[src/rtl/rsa_pkg.sv]
// Shared types and helpers for the RSA job sequencer.
package rsa_pkg;

    // Sequencer states.
    typedef enum logic [2:0] {
        StIdle,
        StKeygen,
        StLoad,
        StRun,
        StResp
    } seq_state_e;

    // Cycles spent in LOAD: control's register stage plus mod_exp's reset.
    localparam int unsigned LOAD_CYCLES = 2;

    // Width of the shared cycle counter, wide enough for the longer of the two waits.
    function automatic int unsigned cnt_width(input int unsigned keygen_cycles,
                                              input int unsigned timeout);
        int unsigned longest;
        longest = (keygen_cycles > timeout) ? keygen_cycles : timeout;
        return (longest < 1) ? 1 : $clog2(longest + 1);
    endfunction

endpackage

[src/rtl/rsa_cycle_timer.sv]
// Loadable, saturating down-counter with a done flag; shared by KEYGEN, LOAD and RUN.
module rsa_cycle_timer #(
    parameter int unsigned CNT_W = 8
) (
    input  logic             clk_i,
    input  logic             reset_i,
    input  logic             load_i,
    input  logic [CNT_W-1:0] load_val_i,
    output logic [CNT_W-1:0] count_o,
    output logic             done_o
);

    logic [CNT_W-1:0] cnt_q, cnt_d;

    // Load on request, otherwise count down and stick at zero.
    always_comb begin
        cnt_d = cnt_q;
        if (load_i) begin
            cnt_d = load_val_i;
        end else if (cnt_q != '0) begin
            cnt_d = cnt_q - CNT_W'(1);
        end
    end

    // Counter register.
    always_ff @(posedge clk_i) begin
        if (reset_i) begin
            cnt_q <= '0;
        end else begin
            cnt_q <= cnt_d;
        end
    end

    assign count_o = cnt_q;
    assign done_o  = (cnt_q == '0);

endmodule

[src/rtl/rsa_job_sequencer.sv]
// Sequences key generation, message load, mod-exp run and result capture on `control`.
module rsa_job_sequencer #(
    parameter int unsigned WIDTH         = 32,
    parameter int unsigned KEYGEN_CYCLES = 256,
    parameter int unsigned TIMEOUT       = 4096
) (
    input  logic               clk_i,
    input  logic               reset_i,
    input  logic               req_valid_i,
    output logic               req_ready_o,
    input  logic [WIDTH-1:0]   req_p_i,
    input  logic [WIDTH-1:0]   req_q_i,
    input  logic               req_encrypt_i,
    input  logic [WIDTH-1:0]   req_msg_i,
    output logic               rsp_valid_o,
    input  logic               rsp_ready_i,
    output logic [2*WIDTH-1:0] rsp_msg_o,
    output logic               rsp_error_o,
    output logic               busy_o,
    output logic [WIDTH-1:0]   ctl_p_o,
    output logic [WIDTH-1:0]   ctl_q_o,
    output logic               ctl_encrypt_decrypt_o,
    output logic [WIDTH-1:0]   ctl_msg_in_o,
    output logic               ctl_key_reset_o,
    output logic               ctl_exp_reset_o,
    input  logic [2*WIDTH-1:0] ctl_msg_out_i,
    input  logic               ctl_mod_exp_finish_i
);

    import rsa_pkg::*;

    localparam int unsigned CNT_W = cnt_width(KEYGEN_CYCLES, TIMEOUT);
    // KEYGEN holds one pulse cycle plus KEYGEN_CYCLES of wait, hence no -1.
    localparam logic [CNT_W-1:0] KeygenLoad = CNT_W'(KEYGEN_CYCLES);
    localparam logic [CNT_W-1:0] LoadLoad   = CNT_W'(LOAD_CYCLES - 1);
    localparam logic [CNT_W-1:0] RunLoad    = CNT_W'(TIMEOUT - 1);

    seq_state_e state_q, state_d;

    logic               key_valid_q, key_valid_d;
    logic [WIDTH-1:0]   cache_p_q, cache_p_d;
    logic [WIDTH-1:0]   cache_q_q, cache_q_d;
    logic [WIDTH-1:0]   ctl_p_q, ctl_p_d;
    logic [WIDTH-1:0]   ctl_q_q, ctl_q_d;
    logic               ctl_enc_q, ctl_enc_d;
    logic [WIDTH-1:0]   ctl_msg_q, ctl_msg_d;
    logic               key_rst_q, key_rst_d;
    logic               exp_rst_q, exp_rst_d;
    logic               req_ready_q, req_ready_d;
    logic               rsp_valid_q, rsp_valid_d;
    logic               busy_q, busy_d;
    logic [2*WIDTH-1:0] rsp_msg_q, rsp_msg_d;
    logic               rsp_err_q, rsp_err_d;

    logic               tmr_load;
    logic [CNT_W-1:0]   tmr_load_val;
    logic [CNT_W-1:0]   tmr_count;
    logic               tmr_done;
    logic               run_first;

    rsa_cycle_timer #(
        .CNT_W (CNT_W)
    ) u_timer (
        .clk_i      (clk_i),
        .reset_i    (reset_i),
        .load_i     (tmr_load),
        .load_val_i (tmr_load_val),
        .count_o    (tmr_count),
        .done_o     (tmr_done)
    );

    // The timer still holds its load value only in the first RUN cycle.
    assign run_first = (tmr_count == RunLoad);

    // Next-state, datapath latching and registered-output decode.
    always_comb begin
        state_d     = state_q;
        key_valid_d = key_valid_q;
        cache_p_d   = cache_p_q;
        cache_q_d   = cache_q_q;
        ctl_p_d     = ctl_p_q;
        ctl_q_d     = ctl_q_q;
        ctl_enc_d   = ctl_enc_q;
        ctl_msg_d   = ctl_msg_q;
        key_rst_d   = key_rst_q;
        rsp_msg_d   = rsp_msg_q;
        rsp_err_d   = rsp_err_q;

        unique case (state_q)
            StIdle: begin
                if (req_valid_i && req_ready_q) begin
                    ctl_p_d   = req_p_i;
                    ctl_q_d   = req_q_i;
                    ctl_enc_d = req_encrypt_i;
                    ctl_msg_d = req_msg_i;
                    if (key_valid_q && (req_p_i == cache_p_q) && (req_q_i == cache_q_q)) begin
                        state_d = StLoad;
                    end else begin
                        state_d     = StKeygen;
                        key_rst_d   = 1'b1;
                        key_valid_d = 1'b0;
                    end
                end
            end
            StKeygen: begin
                key_rst_d = 1'b0;
                if (tmr_done) begin
                    key_valid_d = 1'b1;
                    cache_p_d   = ctl_p_q;
                    cache_q_d   = ctl_q_q;
                    state_d     = StLoad;
                end
            end
            StLoad: begin
                if (tmr_done) begin
                    state_d = StRun;
                end
            end
            StRun: begin
                // A finish seen in the first RUN cycle may be left over from the last job.
                if (ctl_mod_exp_finish_i && !run_first) begin
                    rsp_msg_d = ctl_msg_out_i;
                    rsp_err_d = 1'b0;
                    state_d   = StResp;
                end else if (tmr_done) begin
                    rsp_msg_d = '0;
                    rsp_err_d = 1'b1;
                    state_d   = StResp;
                end
            end
            StResp: begin
                if (rsp_ready_i) begin
                    state_d = StIdle;
                end
            end
            default: state_d = StIdle;
        endcase

        // Every state entry reloads the shared timer.
        tmr_load     = (state_d != state_q);
        tmr_load_val = '0;
        unique case (state_d)
            StKeygen: tmr_load_val = KeygenLoad;
            StLoad:   tmr_load_val = LoadLoad;
            StRun:    tmr_load_val = RunLoad;
            default:  tmr_load_val = '0;
        endcase

        req_ready_d = (state_d == StIdle);
        busy_d      = (state_d != StIdle);
        rsp_valid_d = (state_d == StResp);
        exp_rst_d   = (state_d != StRun);
    end

    // State and output registers.
    always_ff @(posedge clk_i) begin
        if (reset_i) begin
            state_q     <= StIdle;
            key_valid_q <= 1'b0;
            cache_p_q   <= '0;
            cache_q_q   <= '0;
            ctl_p_q     <= '0;
            ctl_q_q     <= '0;
            ctl_enc_q   <= 1'b0;
            ctl_msg_q   <= '0;
            key_rst_q   <= 1'b1;
            exp_rst_q   <= 1'b1;
            req_ready_q <= 1'b0;
            rsp_valid_q <= 1'b0;
            busy_q      <= 1'b0;
            rsp_msg_q   <= '0;
            rsp_err_q   <= 1'b0;
        end else begin
            state_q     <= state_d;
            key_valid_q <= key_valid_d;
            cache_p_q   <= cache_p_d;
            cache_q_q   <= cache_q_d;
            ctl_p_q     <= ctl_p_d;
            ctl_q_q     <= ctl_q_d;
            ctl_enc_q   <= ctl_enc_d;
            ctl_msg_q   <= ctl_msg_d;
            key_rst_q   <= key_rst_d;
            exp_rst_q   <= exp_rst_d;
            req_ready_q <= req_ready_d;
            rsp_valid_q <= rsp_valid_d;
            busy_q      <= busy_d;
            rsp_msg_q   <= rsp_msg_d;
            rsp_err_q   <= rsp_err_d;
        end
    end

    assign req_ready_o           = req_ready_q;
    assign rsp_valid_o           = rsp_valid_q;
    assign rsp_msg_o             = rsp_msg_q;
    assign rsp_error_o           = rsp_err_q;
    assign busy_o                = busy_q;
    assign ctl_p_o               = ctl_p_q;
    assign ctl_q_o               = ctl_q_q;
    assign ctl_encrypt_decrypt_o = ctl_enc_q;
    assign ctl_msg_in_o          = ctl_msg_q;
    assign ctl_key_reset_o       = key_rst_q;
    assign ctl_exp_reset_o       = exp_rst_q;

endmodule

[config.mk]
export PLATFORM = sky130hd
export DESIGN_NAME = rsa_job_sequencer
export DESIGN_NICKNAME = d
export VERILOG_FILES = /design/src/rtl/rsa_pkg.sv /design/src/rtl/rsa_cycle_timer.sv /design/src/rtl/rsa_job_sequencer.sv
export SDC_FILE = /design/constraint.sdc
export NUM_CORES = 1
export LEC_CHECK = 0
export ABC_CLOCK_PERIOD_IN_PS = 2200
export BUFFER_PORTS_ARGS = -buffer_cell sky130_fd_sc_hd__buf_4
export CAP_MARGIN = 20
export CORE_AREA = 4 4 151 153
export CTS_CLUSTER_DIAMETER = 60
export DETAILED_ROUTE_END_ITERATION = 10
export DIE_AREA = 0 0 155 157
export HOLD_SLACK_MARGIN = 0.03
export PLACE_DENSITY = 0.75
export SLEW_MARGIN = 10
export SYNTH_ARGS = -nofsm -noshare
export SYNTH_HDL_FRONTEND = slang
export SYNTH_SLANG_ARGS = --single-unit
[constraint.sdc]
create_clock -name clk_i -period 2.2 [get_ports clk_i]
set_input_delay 0.22 -clock clk_i [delete_from_list [all_inputs] [get_ports clk_i]]
set_output_delay 0.22 -clock clk_i [all_outputs]
set_load 0.02 [all_outputs]
Yosys cells after proc, flatten, opt, wreduce, memory -nomap -nowiden:

Index checks and enable logic that the tools add are counted.

* register bits: 248
* input bits: 166
* output and inout bits: 167

* $add $sub $neg: 1
* equality and inequality tests: 16
* mux-type cells: 21
* reductions and logical operators: 18

Operators by type and width (count)
* $mux 64: 2
* $eq 32x32->1: 2
* $pmux 12 s3: 1
* $mux 13: 2
* $mux 3: 6
* $pmux 3 s5: 1
* $eq 13x12->1 const B: 1
* $logic_not 13->1: 1
* $reduce_bool 13->1: 1
* $sub 13x1->13 const B: 1
* $eq 3x2->1 const B: 4
* $eq 3x1->1 const B: 2
* $eq 3x3->1 const B: 2
* $logic_not 3->1: 2
* $mux 1: 6
* $ne 2x2->1 const B: 3
* $reduce_and 2->1: 3
* $reduce_bool 2->1: 3
* $logic_and 1x1->1: 4
* $pmux 1 s2: 2
* $reduce_and 4->1: 1
* $ne 3x2->1 const B: 1
* $ne 3x3->1: 1
* $reduce_and 3->1: 1
* 3 further kinds: 3

Logic depth before layout (Yosys ltp):

* depth after elaboration: 9
* mapped depth: 11

Modules after synthesis:

From an unflattened synthesis, not the netlist that was laid out.

* cells, all modules: 1163
* area total of the unflattened synthesis: 9575.4 µm²

Modules (own cells, without submodules)
* rsa_job_sequencer: instances 1, cells each 1073, area each 8812.2 µm², seq. area each 4704.5 µm²
* rsa_cycle_timer: instances 1, cells each 90, area each 763.2 µm², seq. area each 260.2 µm²

Least setup slack after synthesis:

No wires, ideal clock.

* path type: reg-to-reg
* start: register u_timer.cnt_q[0], in the netlist u_timer.count_o[0]
* end: register u_timer.cnt_q[0], in the netlist u_timer.count_o[0]
* data arrival time: 2.027 ns
* required time: 2.079 ns
* path slack: 0.052 ns
* stages on the path, launching flop included: 11
* period minus slack after synthesis: 2.148 ns
* cells stage by stage: dfxtp_1 -> inv_1 -> ha_1 -> nor3b_2 -> nand4_1 -> buf_4 -> nor3_2 -> nor2_1 -> a31o_2 -> nand2_1 -> mux2_4

* cells in the longest elaborated chain, start to end: 8
* elaborated cells on any way between the ends: 19

RTL lines
* start, declared: RTL line rsa_cycle_timer.sv:13 `logic [CNT_W-1:0] cnt_q, cnt_d;`
* start signal, assigned: RTL line rsa_cycle_timer.sv:30 `cnt_q <= cnt_d;`
* $eq 13x12->1: RTL line rsa_job_sequencer.sv:73 `assign run_first = (tmr_count == RunLoad);`
* $logic_not 1->1: RTL line rsa_job_sequencer.sv:121 `if (ctl_mod_exp_finish_i && !run_first) begin`
* $logic_and 1x1->1: RTL line rsa_job_sequencer.sv:121
* $mux 3: RTL line rsa_job_sequencer.sv:121
* $pmux 3 s5: RTL line rsa_job_sequencer.sv:89 `unique case (state_q)`
* $eq 3x2->1 / $eq 3x1->1 (equally long branches): RTL line rsa_job_sequencer.sv:142 `unique case (state_d)`
* $pmux 12 s3: RTL line rsa_job_sequencer.sv:142
* $mux 13: RTL line rsa_cycle_timer.sv:18 `if (load_i) begin`

Parallel ways exist; a longest one is shown, timed or not. The select of a mux whose other input is x is not followed.
A chain may end at the register's enable or synchronous reset.

Worst setup path in the final report:

* start: input req_p_i[26]
* end: register u_timer.cnt_q[0], in the netlist u_timer.count_o[0]

* cells in the longest elaborated chain, start to end: 9
* elaborated cells on any way between the ends: 13

RTL lines
* start, declared: RTL line rsa_job_sequencer.sv:11 `input logic [WIDTH-1:0] req_p_i,`
* $eq 32x32->1 *: RTL line rsa_job_sequencer.sv:96 `if (key_valid_q && (req_p_i == cache_p_q) && (req_q_i == cache_q_q)) begin`
* $logic_and 1x1->1 * (2 in series): RTL line rsa_job_sequencer.sv:96
* $mux 2 *: RTL line rsa_job_sequencer.sv:96
* $mux 3 *: RTL line rsa_job_sequencer.sv:91 `if (req_valid_i && req_ready_q) begin`
* $pmux 3 s5 *: RTL line rsa_job_sequencer.sv:89
* $eq 3x2->1 / $eq 3x1->1 (equally long branches): RTL line rsa_job_sequencer.sv:142
* $pmux 12 s3: RTL line rsa_job_sequencer.sv:142
* $mux 13: RTL line rsa_cycle_timer.sv:18

Mark *: on every way between the ends. The rest lies on a longest branch, timed or not.

==> flow_metrics.tcl <==
set metrics [dict create \
    outcome "finished with violations" \
    violations "negative setup slack" \
    initial_core_util_pct 44.4 \
    antenna_left 0 \
    grt_usage_pct 27.3 \
    synth_edf_count 0 \
    place_inst 1716 \
    crit_family "simple AND/OR/NAND/NOR gates" \
    power.leakage_nw 6.23 \
    drt-total-wl_um 35900 \
    vias 10272 \
    synth_commonest_cells "nand2_1 (346), dfxtp_1 (248), a21oi_1 (165)" \
    grt_pass1_wl_um 54100 \
    ys.flop_type "dfxtp_1" \
    dp_hpwl_um 21300 \
    tightest_slew_ps 677 \
    final_util_pct 70.6 \
    layout.cells.non_filler 1937 \
    port_buffers 332 \
    synthArstFlopShare_pct 0 \
    clockBufferDepth 3 \
    period_needed_ps 2240 \
    hold_viol 0 \
    die_h_um 157 \
    drt_iter0_drc 718 \
    ys_types 47 \
    layout-drive-gt1-share_pct 27.5 \
    path_class "in -> reg" \
    arrival_ps 2650 \
    synth_warnings 0 \
    synth_most_common_cell "nand2_1" \
    grt_pass1_vias 10124 \
    slowest_stage "dlygate4sd3_1" \
    h-tree-depth 1 \
    ys_ff_latch 248 \
    worstPathCellList "dlygate4sd3_1 > buf_4 > xnor2_2 > nand4_1 > nor4_2 > and4_4 > a31o_4 > nand2_2 > mux2_4" \
    dieArea_um2 24300 \
    syn_nets 1323 \
    synth-seq-area-share_pct 51.9 \
    max_freq_mhz 447 \
    fin_crit_sh_pct 102 \
    dp_slack_ps -261 \
    max-slew-margin-rel_pct 54.9 \
    antenna_found_initial 0 \
    vias_per_cell 5.30 \
    critPathRequiredTime_ps 2610 \
    syn_to_final_growth_pct 59.0 \
    die-width_um 155 \
    cts_buffers 29 \
    std_cell_rows 54 \
    gp_congestion 0.854 \
    cts_tree "done" \
    gr-total-overflow 0 \
    synth_cells 1155 \
    yosys-top-cells-area "dfxtp_1 (52%), nand2_1 (14%), a21oi_1 (8.6%)" \
    insertion_delay_ps 530 \
    maxCapViolCount 0 \
    worst_hold_slack_ps 79.7 \
    drv_slew 0 \
    cts_sinks 248 \
    tns_ps -37.3 \
    fin_skew_ps 16.5 \
    finalPower_mw 13.7 \
    cts_root_buf "clkbuf_16" \
    pin_count 333 \
    syn-cell-area_um2 9570 \
    grt_max_degree 140 \
    cp-start-kind "primary input" \
    crit_buf_inv 2 \
    layout.nets 1804 \
    drc 0 \
    wl_per_cell_um 18.6 \
    rsz0062_at_grt "yes" \
    avgSynthCellArea_um2 8.29 \
    crit_path_max_incr_delay_ps 540 \
    design_area_um2 15200 \
    placed_cell_area_um2 12400 \
    worst_slack_ps -37.3 \
    end_kind "flop" \
    power_density_nw_per_um2 899 \
    hold_class "in -> reg" \
    coreArea_um2 21600 \
    yosysTopAreaCell "dfxtp_1" \
    synth_top_area_share_pct 51.9 \
    firstDrtPassIters 5 \
    clk_pin_slew_worst_paths_ps 60 \
    ir_worst_vdd_mv 0.645 \
    path_max_fanout 5 \
    r2r_slack_ps -20 \
    finalSetupViolCount 1 \
]
## kinds of logic (layout without fill, tap and decap cells)
group	after synthesis	after routing	share of synthesized area, %
compound gates	254	254	15.9
xor+xnor	64	64	5.86
fa+ha+maj	2	2	0.261
buf+inv	96	597	4.52
flops	248	248	51.9
mux	1	1	0.157
other cells	0	1	0
simple gates	490	490	21.4
## layer usage
metal,global-route usage [%],vias to the layer above,part of all wire (%)
met1,33.0,4787,38
met2,46.0,552,48
met5,0,-,0
met3,6.13,100,9.0
met4,13.2,0,5.4
li1,-,4833,-
## final timing paths
path / cells after the start / from / to
hold / removal: 3 / rsp_ready_i / rsp_valid_o
setup reg to reg: 7 / cache_p_q[26] / u_timer.count_o[0]
setup / recovery: 9 / req_p_i[26] / u_timer.count_o[0]
hold reg to reg: 2 / cache_q_q[3] / cache_q_q[3]
## cell usage in the layout (no fill, tap or decap), types with 9 or more instances in the layout
cell             n
buf_4          354
nand2_1        345
dfxtp_1        245
a21oi_1        164
dlygate4sd3_1  161
nor2_1          76
a22oi_1         57
xnor2_1         39
clkbuf_16       30
nand4_1         24
xor2_1          24
inv_1           12
buf_12           9
## worst min-delay path: stages
cell,delay (ps)
buf_4,90
o41a_1,200
nor2_1,50
## power by group
part           switching, mW  internal (mW)  leakage [nW]  total (mW)
combinational           2.01           1.67          3.75        3.68
clock                   1.92           2.86         0.470        4.78
sequential             0.345           4.87          2.01        5.21
total                   4.28           9.40          6.23        13.7
## registers in the layout (all words and copies together), names as in the netlist, 3 cells and up
signal and flops:
u_timer.count_o 13, ctl_p_o 32, cache_q_q 32, rsp_msg_o 64
state_q 3, ctl_msg_in_o 32, ctl_q_o 32, cache_p_q 32
## timing repair
action	4_1_cts	5_1_grt
resized for setup	9	27
gates cloned	0	2
setup buffers	1	5
pin swaps	1	8
endpoints found under the hold margin	161	0
hold buffers	161	0
endpoints found under the setup margin	40	121
## layout make-up
class | instances | area [um2]
timing repair buffer | 530 | 4530
inverter | 16 | 62.6
clock buffer | 39 | 823
tap | 280 | 350
clock inverter | 12 | 131
antenna | 1 | 2.50
sequential | 248 | 4970
fill | 1489 | 6340
multi-input combinational | 811 | 4350
(Power assumes the default switching activity.)
